## src/rtl/oflow_core_fsm_fe_param.sv

```systemverilog
// oflow_core_fsm_fe_param: steps a frame set by set, starting the active PEs and
// gathering their done pulses before handing each set over to registration.
module oflow_core_fsm_fe_param #(
  parameter int PE_NUM = 24,
  parameter int SET_LEN = 11,
  parameter int REMAIN_LEN = 5,
  parameter int TIMEOUT_CYC = 1024
) (
  input  logic                  clk,
  input  logic                  reset,
  input  logic [SET_LEN-1:0]    num_of_sets,
  input  logic                  start_pe,
  input  logic [REMAIN_LEN-1:0] counter_of_remain_bboxes,
  input  logic                  new_set,
  input  logic                  abort,
  input  logic                  done_registration,
  input  logic [PE_NUM-1:0]     done_fe_i,
  output logic [PE_NUM-1:0]     start_fe_i,
  output logic                  done_fe,
  output logic [SET_LEN-1:0]    counter_set_fe,
  output logic                  frame_done,
  output logic                  busy,
  output logic                  timeout_err
);
  localparam logic [1:0] IDLE = 2'd0, DISPATCH = 2'd1, WAIT_FE = 2'd2, WAIT_REG = 2'd3;
  localparam int TW = TIMEOUT_CYC > 1 ? $clog2(TIMEOUT_CYC) : 1;
  localparam logic [PE_NUM-1:0] ONES = '1;
  logic [1:0] state_q, state_d;
  logic [SET_LEN-1:0] nsets_q, nsets_d, cnt_q, cnt_d;
  logic [PE_NUM-1:0] mask_q, mask_d, sticky_q, sticky_d, start_q, start_d, mask_c, hit;
  logic [TW-1:0] tcnt_q, tcnt_d;
  logic reg_seen_q, reg_seen_d, done_q, done_d, fdone_q, fdone_d, busy_q, terr_q, terr_d;
  logic last, complete, expire, proceed;
  int unsigned r;

  always_comb begin
    last = cnt_q == nsets_q - SET_LEN'(1);
    r = 32'(counter_of_remain_bboxes);
    // a partial last set starts only its low R PEs; R of 0 or beyond PE_NUM means a full set
    mask_c = (last && r != 0 && r < PE_NUM) ? ONES >> (PE_NUM - r) : ONES;
    hit = sticky_q | (done_fe_i & mask_q);
    complete = hit == mask_q;
    expire = TIMEOUT_CYC != 0 && tcnt_q == TW'(TIMEOUT_CYC - 1);
    proceed = cnt_q == '0 || reg_seen_q || done_registration;
    state_d = state_q;
    nsets_d = nsets_q;
    cnt_d = cnt_q;
    mask_d = mask_q;
    sticky_d = sticky_q;
    tcnt_d = tcnt_q;
    terr_d = terr_q;
    start_d = '0;
    done_d = 1'b0;
    fdone_d = 1'b0;
    case (state_q)
      IDLE: if (start_pe) begin
        nsets_d = num_of_sets;
        cnt_d = '0;
        terr_d = 1'b0;
        fdone_d = num_of_sets == '0;
        state_d = num_of_sets == '0 ? IDLE : DISPATCH;
      end
      DISPATCH: if (new_set) begin
        start_d = mask_c;
        mask_d = mask_c;
        sticky_d = '0;
        tcnt_d = '0;
        state_d = WAIT_FE;
      end
      WAIT_FE: begin
        sticky_d = hit;
        done_d = complete;
        terr_d = terr_q | (!complete && expire);
        tcnt_d = tcnt_q + TW'(1);
        state_d = complete ? WAIT_REG : expire ? IDLE : WAIT_FE;
      end
      default: if (proceed) begin
        fdone_d = last;
        cnt_d = last ? cnt_q : cnt_q + SET_LEN'(1);
        state_d = last ? IDLE : DISPATCH;
      end
    endcase
    if (abort) begin
      state_d = IDLE;
      cnt_d = '0;
      terr_d = terr_q;
      start_d = '0;
      done_d = 1'b0;
      fdone_d = 1'b0;
    end
    reg_seen_d = (state_d == IDLE || (state_q == WAIT_REG && state_d != WAIT_REG)) ? 1'b0
               : reg_seen_q | (state_q != IDLE && done_registration);
  end

  always_ff @(posedge clk) begin
    if (reset) begin
      state_q <= IDLE;
      nsets_q <= '0;
      cnt_q <= '0;
      mask_q <= '0;
      sticky_q <= '0;
      start_q <= '0;
      tcnt_q <= '0;
      reg_seen_q <= 1'b0;
      done_q <= 1'b0;
      fdone_q <= 1'b0;
      busy_q <= 1'b0;
      terr_q <= 1'b0;
    end else begin
      state_q <= state_d;
      nsets_q <= nsets_d;
      cnt_q <= cnt_d;
      mask_q <= mask_d;
      sticky_q <= sticky_d;
      start_q <= start_d;
      tcnt_q <= tcnt_d;
      reg_seen_q <= reg_seen_d;
      done_q <= done_d;
      fdone_q <= fdone_d;
      busy_q <= state_d != IDLE;
      terr_q <= terr_d;
    end
  end

  assign start_fe_i = start_q;
  assign done_fe = done_q;
  assign counter_set_fe = cnt_q;
  assign frame_done = fdone_q;
  assign busy = busy_q;
  assign timeout_err = terr_q;
endmodule

```

## config.mk

```make
export PLATFORM = sky130hd
export DESIGN_NAME = oflow_core_fsm_fe_param
export DESIGN_NICKNAME = d
export VERILOG_FILES = /design/src/rtl/oflow_core_fsm_fe_param.sv
export SDC_FILE = /design/constraint.sdc
export NUM_CORES = 1
export LEC_CHECK = 0
export CAP_MARGIN = 25
export CELL_PAD_IN_SITES_DETAIL_PLACEMENT = 0
export CELL_PAD_IN_SITES_GLOBAL_PLACEMENT = 1
export CORE_UTILIZATION = 30
export DETAILED_ROUTE_END_ITERATION = 8
export MAX_ROUTING_LAYER = met4
export PLACE_DENSITY_LB_ADDON = 0.12
export SYNTH_ARGS = -nofsm -noshare
export SYNTH_HDL_FRONTEND = slang
export SYNTH_SLANG_ARGS = --single-unit
```

## constraint.sdc

```tcl
create_clock -name clk -period 5.66 [get_ports clk]
set_clock_uncertainty 0.15 [all_clocks]
set_input_delay 1.132 -clock clk [delete_from_list [all_inputs] [get_ports clk]]
set_output_delay 1.132 -clock clk [all_outputs]
set_load 0.01 [all_outputs]
```

* Word-level counts from Yosys, hierarchy flattened *
Cells that the tools add are included.

operators by class
  equality and inequality tests = 10
  add/sub/neg operators = 4
  bitwise gates (word level) = 9
  muxes and demuxes = 23
  shift operators = 1
  reduce and logical (&&, ||, !) cells = 29
  magnitude comparators = 1

operators by type and width
  operator                                                               count
  24-bit two-way mux                                                     2
  24-bit case mux with 2 select lines                                    1
  11-bit two-way mux                                                     3
  24-bit by 32-bit >> shifter with 24-bit output (first input constant)  1
  24-bit AND                                                             1
  24-bit == test                                                         1
  24-bit bitwise OR                                                      1
  11-bit logical NOT                                                     2
  11-bit case mux with 2 select lines                                    1
  10-bit case mux with 2 select lines                                    1
  2-bit two-way mux                                                      6
  11-bit by 1-bit adder with 11-bit output (second input constant)       1
  11-bit == test                                                         1
  11-bit by 1-bit subtractor with 11-bit output (second input constant)  1
  10-bit by 1-bit adder with 10-bit output (second input constant)       1
  10-bit == test (second input constant)                                 1
  10-bit two-way mux                                                     1
  2-bit nonzero test                                                     5
  2-bit inequality test (second input constant)                          3
  2-bit case mux with 3 select lines                                     1
  2-bit AND reduction                                                    3
  2-bit OR reduction                                                     3
  5-bit by 5-bit subtractor with 6-bit output (first input constant)     1
  1-bit logical AND                                                      5
  other kinds (16)                                                       30

storage, ports and cells
  bits in registers = 111
  logic and storage cells = 89

* Logic depth before layout (Yosys ltp) *
Gate-level depths: netlist of the first run.

  depth after elaboration = 10
  depth in mapped cells = 11

* Worst setup path before layout of the first run *
Ideal clock, no wire load.

  kind = input to register
  start = input port counter_of_remain_bboxes[1]
  end = register mask_q[23]
  stages on the path = 6
  path buffers = 1
  setup slack = 2.868 ns
  arrival time = 2.551 ns
  required time = 5.419 ns
  path through = nor3_1 nor2_1 or2_2 or3_1 clkbuf_1 a311oi_1

on the way
  longest elaborated chain between the ends = 4

RTL lines
  item                                                                                                 RTL line  text
  from (decl)                                                                                          13        input logic [REMAIN_LEN-1:0] counter_of_remain_bboxes,
  parallel branches: the longest is 3 deep, another holds 5-bit by 5-bit subtractor with 6-bit output  --
  24-bit two-way mux *                                                                                 40        mask_c = (last && r != 0 && r < PE_NUM) ? ONES >> (PE_NUM - r) : ONES;
  to (signal assigned)                                                                                 113       mask_q <= mask_d;
  to (decl)                                                                                            30        logic [PE_NUM-1:0] mask_q, mask_d, sticky_q, sticky_d, start_q, start_d, mask_c, hit;

Every way passes the cells marked *.
A chain may end at the register's enable or synchronous reset.

* Worst setup path after layout of the first run *
  start = input port counter_of_remain_bboxes[0]
  end = register mask_q[7]

Same word-level chain as after synthesis.

==> flow_summary_export.csv, run 1 <==
group,metric,value,unit
finish,nets,744,
global_route,grtUsageMet1,22.46,%
global_route,track_usage,18.07,%
routing,vias,4646,
outcome,outcome,"finished, final reports clean",
setup_path,path_buf_inv,2,
logic_synthesis,synth_top_flop_cell,"dfxtp_1",
logic_synthesis,yosys_warnings,0,
sta,relSlewSlack,38.22,%
routing,routed_via_density,5.083,
logic_synthesis,yosysSeqAreaShare,42.37,%
logic_synthesis,async_flop_share,0,%
run,maxCapViolations,0,
setup_path,cp_max_fo,8,
global_route,grtUsageMet2,30.25,%
global_route,grt_pass1_vias,4535,
finish,mostFrequentLayoutCell,"dfxtp_1",
pwr,p_leak,2.398,nW
pwr,power-per-cell-area,251.0,nW/um^2
clock_network,cts_setup_buffers,0,
logic_synthesis,ys_types,62,
global_route,grt_busiest_layer,"met2",
setup_path,critical_path_arrival,3.55,ns
logic_synthesis,synth_area_per_cell,8.542,um^2
floorplan,fp.dieH,134.2,um
routing,drt_iter0_drc,227,
routing,totalWireLength,15330,um
clock_network,cts_max_level,3,
pwr,ir_drop,0.1840,mV
finish,drive_gt1_share,5.620,%
floorplan,ios,85,
global_route,antenna_found_initial,0,
finish,final_cell_mix,"dfxtp_1, nor2_1, clkdlybuf4s50_1",
floorplan,core,16820,um^2
setup_path,worstSetupEndpointType,"register",
setup_path,cp.required,5.70,ns
routing,first_pass_iters,4,
setup_path,cp_slowest_cell,"clkdlybuf4s50_1",
setup_path,worstPathCellList,"clkdlybuf4s50_1, inv_1, ha_1, nand2b_1, nor2_1, nor3b_1, nor4b_4, and2_1, a21o_1, a311oi_1",
finish,area_growth_syn_to_layout,26.05,%
clock_network,cts.sinks,111,
setup_path,crit_path_max_incr_delay,0.57,ns
clock_network,holdBufCountCts,0,
sta,max_slew.worst_pin.slew,0.9204,ns
setup_path,startpoint_type,"primary input",
routing,ant_nets,0,
place,dp_hpwl,11380,um
finish,final_core_utilization,39.31,%
setup_path,critPathTopFamily,"simple AND/OR/NAND/NOR gates",
logic_synthesis,syn_nets,669,
clock_network,insertion_delay,0.35,ns
clock_network,ctsRootBufferMaster,"clkbuf_16",
global_route,grt.overflow.total,0,
sta,rsz0062_at_grt,"no",
routing,route.detailed.wl_per_inst,16.77,um
sta,tns,0,ns
sta,fin_crit_sh,62.04,%
logic_synthesis,yosys_register_bits,111,
clock_network,cts-resized-gates,0,
place,io_buffers,84,
logic_synthesis,syn-instance-count,614,
floorplan,rows,47,
sta,slew_viol_final,0,
setup_path,worstSetupPathType,"primary input to register",
sta,setup_viol,0,
floorplan,chipWidth,134.2,um
logic_synthesis,synth_edf_count,0,
logic_synthesis,synthTopCellsByArea,"dfxtp_1, nor2_1, a32oi_1, nor3b_1, a21oi_1",
clock_network,cts_buffer_depth,2,
place,gp_congestion,0.7969,
logic_synthesis,syn_area,5245,um^2
routing,drcViolationCount,0,
logic_synthesis,yosys.area.top_type_share,42.37,%
sta,hold_viol,0,
floorplan,start_util,31.19,%
global_route,grt_max_degree,55,
clock_network,tritoncts,"built",
finish,antenna_cells,0,
floorplan,die_area,18020,um^2
sta,final.min_clock_period,3.511,ns
sta,fmax,284.8,MHz
worst_hold_path,min_path_type,"register to register",
clock_network,path_clk_slew,0.07,ns
global_route,use_met3,3.250,%
clock_network,cts_buffers,9,
logic_synthesis,synth_top_cell_by_area,"dfxtp_1",
global_route,grt_pass1_wl,24390,um
## state kept, by name (all words and copies together), names as in the netlist
signal	count
state_q	2
frame_done	1
tcnt_q	10
done_fe	1
sticky_q	24
timeout_err	1
nsets_q	11
start_fe_i	24
busy	1
reg_seen_q	1
counter_set_fe	11
mask_q	24
## cells by family after synthesis
kind of cell             count (synthesis)  synth area share, %
buffers and inverters                   50                3.793
multiplexers                             3               0.5725
adder cells (fa/ha/maj)                  9                2.147
AO/OA/AOI/OAI                          130                17.68
flip-flops                             111                42.37
AND/OR/NAND/NOR                        284                28.94
XOR/XNOR                                27                4.508
## metal layers
metal / vias to the layer above / wire, um
li1: 2356 / -
met1: 2174 / 7169
met2: 99 / 7368
met3: 17 / 593
met4: 0 / 197
met5: - / 0
## final cells by class
cell class | count | area (um^2)
clock inverter | 6 | 68.82
fill | 1742 | 10210
multi-input combinational | 453 | 2828
inverter | 24 | 90.09
tap | 220 | 275.3
timing repair buffer | 90 | 888.4
clock buffer | 10 | 239.0
sequential | 111 | 2222
## worst min-delay path, cell delays in order, from the launching register on
cell and delay (ns):
dfxtp_1 0.32, nand2_1 0.06, a21oi_1 0.05
## path summary, 6_finish.rpt
path | startpoint | to | slack, ns | cells after the start
max | counter_of_remain_bboxes[0] | mask_q[7] | 2.15 | 10
min | nsets_q[10] | nsets_q[10] | 0.32 | 2
max reg2reg | nsets_q[0] | start_fe_i[19] | 2.38 | 10
min reg2reg | nsets_q[10] | nsets_q[10] | 0.32 | 2
## synthesized netlist by cell type (14+ instances only)
master / n
dfxtp_1: 111
nor2_1: 90
nand2_1: 52
a21oi_1: 42
nor3b_1: 29
a32oi_1: 25
inv_1: 23
clkbuf_1: 22
nor2b_1: 19
xnor2_1: 17
nor4_1: 15
nand3_1: 14
## power breakdown
part           leakage [nW]  switching (mW)  internal (mW)  total, mW
clock network         0.149           0.299          0.358      0.658
registers             0.898          0.0171          0.795      0.812
logic                  1.35           0.107         0.0826      0.190
## stage by stage
step	power, mW	cells	worst slack [ns]	hold slack [ns]	instance area [um^2]
after CTS	1.690	914	2.121	0.3306	6611
after floorplan	0.9378	614	2.868	0.2996	5245
final	1.660	914	2.149	0.3250	6611
after global routing	1.736	914	1.917	0.3517	6611
after detailed placement	1.021	898	1.809	0.3202	6304
after global placement	1.018	897	1.815	0.3141	6289
No activity file was read; power rests on OpenSTA's default activity.
==> inputs of run 2 (changes only) <==
Clock period 5.66 ns to 3.48 ns, I/O delays scaled along.
==> run 2 against run 1 <==
Effect of this change:
- count of clock-buffer cells in the layout rose by 1
- sequential share of layout area is 0.30 points lower
- via count increased by 2.0%
- core utilization rose by 0.36 points
- register-to-register slack worse by 2.0 ns
- critical endpoint is now mask_q[9]
- sequential cell count unchanged
- total power rose by 65%
- final area increased by 0.91%
- worst setup slack worse by 1.8 ns
- largest power group unchanged
- hold slack improved by 0.0021 ns
- final cell count up 0.88%
==> flow_summary_export.csv, run 2 (synthesis gave the netlist of run 1 again) <==
group,metric,value,unit
outcome,outcome,"finished, final reports clean",
floorplan,start_util,31.19,%
routing,first_pass_iters,5,
place,io_buffers,84,
setup_path,crit_path_max_incr_delay,0.43,ns
clock_network,cts.sinks,111,
routing,totalWireLength,15450,um
pwr,p_comb_share,11.5,%
worst_hold_path,hp-start,"nsets_q[10]",
global_route,grt_pass1_wl,24020,um
global_route,track_usage,17.87,%
finish,final_cell_mix,"dfxtp_1, nor2_1, clkdlybuf4s50_1",
routing,routed_via_density,5.142,
global_route,grt_pass1_vias,4545,
clock_network,cts_buffer_depth,2,
pwr,power-per-cell-area,410.8,nW/um^2
setup_path,reg2reg_slack,0.39,ns
routing,drcViolationCount,0,
sta,fin_crit_sh,88.92,%
sta,rsz0062_at_grt,"no",
pwr,ir_drop,0.2924,mV
run,maxCapViolations,0,
worst_hold_path,min_path_type,"register to register",
floorplan,core,16820,um^2
sta,final.min_clock_period,3.094,ns
finish,nets,752,
clock_network,path_clk_slew,0.08,ns
finish,area_growth_syn_to_layout,27.19,%
floorplan,rows,47,
setup_path,critical_path_arrival,3.19,ns
clock_network,cts_max_level,3,
setup_path,cp-startpoint,"nsets_q[0]",
pwr,seqPwrFrac,48.2,%
sta,max_slew.worst_pin.slew,0.7767,ns
floorplan,fp.dieH,134.2,um
setup_path,worstSetupPathType,"register to register",
floorplan,ios,85,
sta,fmax,323.2,MHz
finish,mostFrequentLayoutCell,"dfxtp_1",
sta,relSlewSlack,46.88,%
clock_network,ctsRootBufferMaster,"clkbuf_16",
clock_network,cts_buffers,9,
routing,vias,4741,
routing,drt_iter0_drc,320,
routing,ant_nets,0,
setup_path,cp_slowest_cell,"a2111oi_2",
pwr,p_leak,2.435,nW
clock_network,insertion_delay,0.35,ns
setup_path,cp_max_fo,14,
setup_path,cp.required,3.58,ns
pwr,p_clk_share,40.2,%
global_route,antenna_found_initial,0,
finish,drive_gt1_share,6.695,%
setup_path,worstPathCellList,"inv_1, ha_1, xnor2_1, o2bb2ai_1, a2111oi_2, nand3_1, nor4_1, and2_2, nand2_1, a22o_1",
finish,n_fill_cell,1731,
finish,antenna_cells,0,
floorplan,chipWidth,134.2,um
floorplan,die_area,18020,um^2
clock_network,holdBufCountCts,0,
pwr,p_switching,0.7021,mW
pwr,swShare,25.62,%
clock_network,cts_setup_buffers,0,
sta,slew_viol_final,0,
setup_path,worstSetupEndpointType,"register",
place,dp_hpwl,11370,um
sta,tns,0,ns
setup_path,startpoint_type,"register",
sta,setup_viol,0,
place,gp_congestion,0.7883,
finish,final_core_utilization,39.67,%
clock_network,tritoncts,"built",
global_route,grt.overflow.total,0,
sta,hold_viol,0,
pwr,intPower,2.038,mW
clock_network,cts-resized-gates,0,
global_route,grt_max_degree,54,
setup_path,r2r-start,"nsets_q[0]",
routing,route.detailed.wl_per_inst,16.75,um
run 2: worst max-delay path, delay by kind of cell (launching register included):
kind,cells,cell delay [ns]
AND/OR/NAND/NOR,4,1.17
AO/OA/AOI/OAI,3,0.77
flip-flops,1,0.41
adder cells (fa/ha/maj),1,0.27
XOR/XNOR,1,0.15
buffers and inverters,1,0.06
run 2: final timing paths:
| kind | endpoint | cells past startpoint |
|---|---|---|
| setup / recovery | mask_q[9] | 10 |
| hold / removal | nsets_q[10] | 2 |
| setup reg to reg | mask_q[9] | 10 |
| hold reg to reg | nsets_q[10] | 2 |
run 2: power by group through the flow:
stage	clock network [mW]	logic, mW	registers, mW
after floorplan	0	0.181	1.34
final	1.10	0.316	1.32
after global placement	0	0.315	1.35
after global routing	1.19	0.346	1.33
after CTS	1.14	0.318	1.32
after detailed placement	0	0.316	1.35
run 2: per-layer routing:
metal / global-route usage, % / routed length, um / up-vias
met4: 3.995 / 169 / 0
li1: - / - / 2371
met1: 22.21 / 7220 / 2266
met3: 3.439 / 564 / 11
met5: - / 0 / -
met2: 29.91 / 7491 / 93
run 2: area by class of cell:
class	instances	area (um^2)	area share (%)
clock inverters	5	62.56	0.9377
flip-flops and latches	111	2222	33.31
clock buffers	11	252.7	3.788
inverters	24	90.09	1.350
multi-input cells	453	2828	42.39
repair buffers	98	940.9	14.10
well taps	220	275.3	4.126
run 2: metrics by stage:
step / power [mW] / setup slack [ns] / area (um^2) / std cells / hold slack [ns]
global placement: 1.667 / 0.3186 / 6356 / 906 / 0.3155
detailed placement: 1.669 / 0.2980 / 6356 / 906 / 0.3174
CTS: 2.785 / 0.3423 / 6671 / 922 / 0.3281
finish: 2.741 / 0.3857 / 6671 / 922 / 0.3271
global route: 2.860 / 0.05304 / 6671 / 922 / 0.3404
floorplan: 1.525 / 0.7691 / 5245 / 614 / 0.2996
==> inputs of run 3 (changes only) <==
Settings changed: HOLD_SLACK_MARGIN set to 0.08.
==> results of run 3 <==
No change in the layout: final DEF, timing and power equal those of run 2.
==> patch, RTL diff (settings of run 2) <==
Reset style: asynchronous (`reset`), changed in one clocked block.
--- a/src/rtl/oflow_core_fsm_fe_param.sv
+++ b/src/rtl/oflow_core_fsm_fe_param.sv
@@ -94,3 +94,3 @@
 
-  always_ff @(posedge clk) begin
+  always_ff @(posedge clk or posedge reset) begin
     if (reset) begin
Function: differs if reset is asserted again (counterexample within 4 cycles, from zero or initial values and one cycle with reset high); with reset held inactive, the same outputs for 10 cycles.
==> patch against run 2 <==
The flow now finishes with violations (DRC). Core utilization fell by 0.35 points. Routed wire length rose by 3.9%. Via count fell by 1.2%. Design area rose by 7.0%. Maximum frequency fell by 5.5%. Setup slack got worse by 0.18 ns. Sequential cell count did not move. Synthesized area rose by 7.3%. First-iteration DRC count fell by 6.9%. Critical endpoint is now counter_set_fe[10].
Power is not compared: it rests on default switching activity, and its combinational part moved more than twofold at a synthesized area within 25%.
==> patch: results (changes against run 2) <==
[outcome]
status=finished, violations left  ; was finished clean
violations=DRC

[yosys]
yosys.area_share.adder_pct=2.00  ; was 2.15%
synth_xor_area_share_pct=3.58  ; was 4.51%
ys_seq_area_share_pct=49.3  ; was 42.4%
synthTopCellsByArea=dfrtp_1 (49%), nor2_1 (4.9%), nand2_1 (3.7%)  ; was dfxtp_1 (42%), nor2_1 (6.4%), a32oi_1 (4.2%)
synth_cell_types=64  ; was 62
synth-compound-area-share_pct=16.3  ; was 17.7%
muxShareOfSynthArea_pct=2.40  ; was 0.573%

[sta]
hold-worst-slack_ns=0.367  ; was 0.327 ns

[worst_setup_path]
rr_worst_depth=7  ; was 10
cp_max_fo=15  ; was 14
arrival_ns=3.40  ; was 3.19 ns
crit_path_end=counter_set_fe[10]  ; was mask_q[9]

[grt]
grt_usage_pct=17.8  ; was 17.9%
use_met1_pct=26.5  ; was 22.2%
globalRouteMet3Util_pct=3.52  ; was 3.44%

[layout]
layout-drive-gt1-share_pct=9.78  ; was 6.70%

[place]
gp_congestion=0.846  ; was 0.788
hpwl_um=11700  ; was 11400 um

[routing]
vias=4684  ; was 4741
routedLengthMet1_um=8420  ; was 7220 um
drc=6  ; was 0
wl_met3_um=760  ; was 564 um

[hold_path]
hold_end=sticky_q[18]  ; was nsets_q[10]

## patch: per-stage QoR
step	power, W	worst slack [ns]	std cells	instance area (sq um)	utilization, %
2_1_floorplan	0.00308	0.522	590	5630	-
3_3_place_gp	0.00368	0.202	898	6830	37.6
3_5_place_dp	0.00369	0.195	898	6830	37.6
4_1_cts	0.00479	0.247	914	7140	39.3
5_1_grt	0.00509	0.00784	914	7140	39.3
6_report	0.00475	0.207	914	7140	39.3
## patch: final cells by class
type / instances / share of cell area, %
Timing Repair Buffer: 102 / 14.0
Clock inverter: 6 / 0.947
Tap cell: 229 / 4.02
Inverter: 29 / 1.58
Multi-Input combinational cell: 427 / 37.2
Sequential cell: 111 / 38.9
Clock buffer: 10 / 3.35
## patch: critical path: cells and delay by family (launching register included)
family	cells	cell delay (ns)
AOI/OAI and AO/OA	5	1.43
and+or+nand+nor	2	1.16
DFF	1	0.45
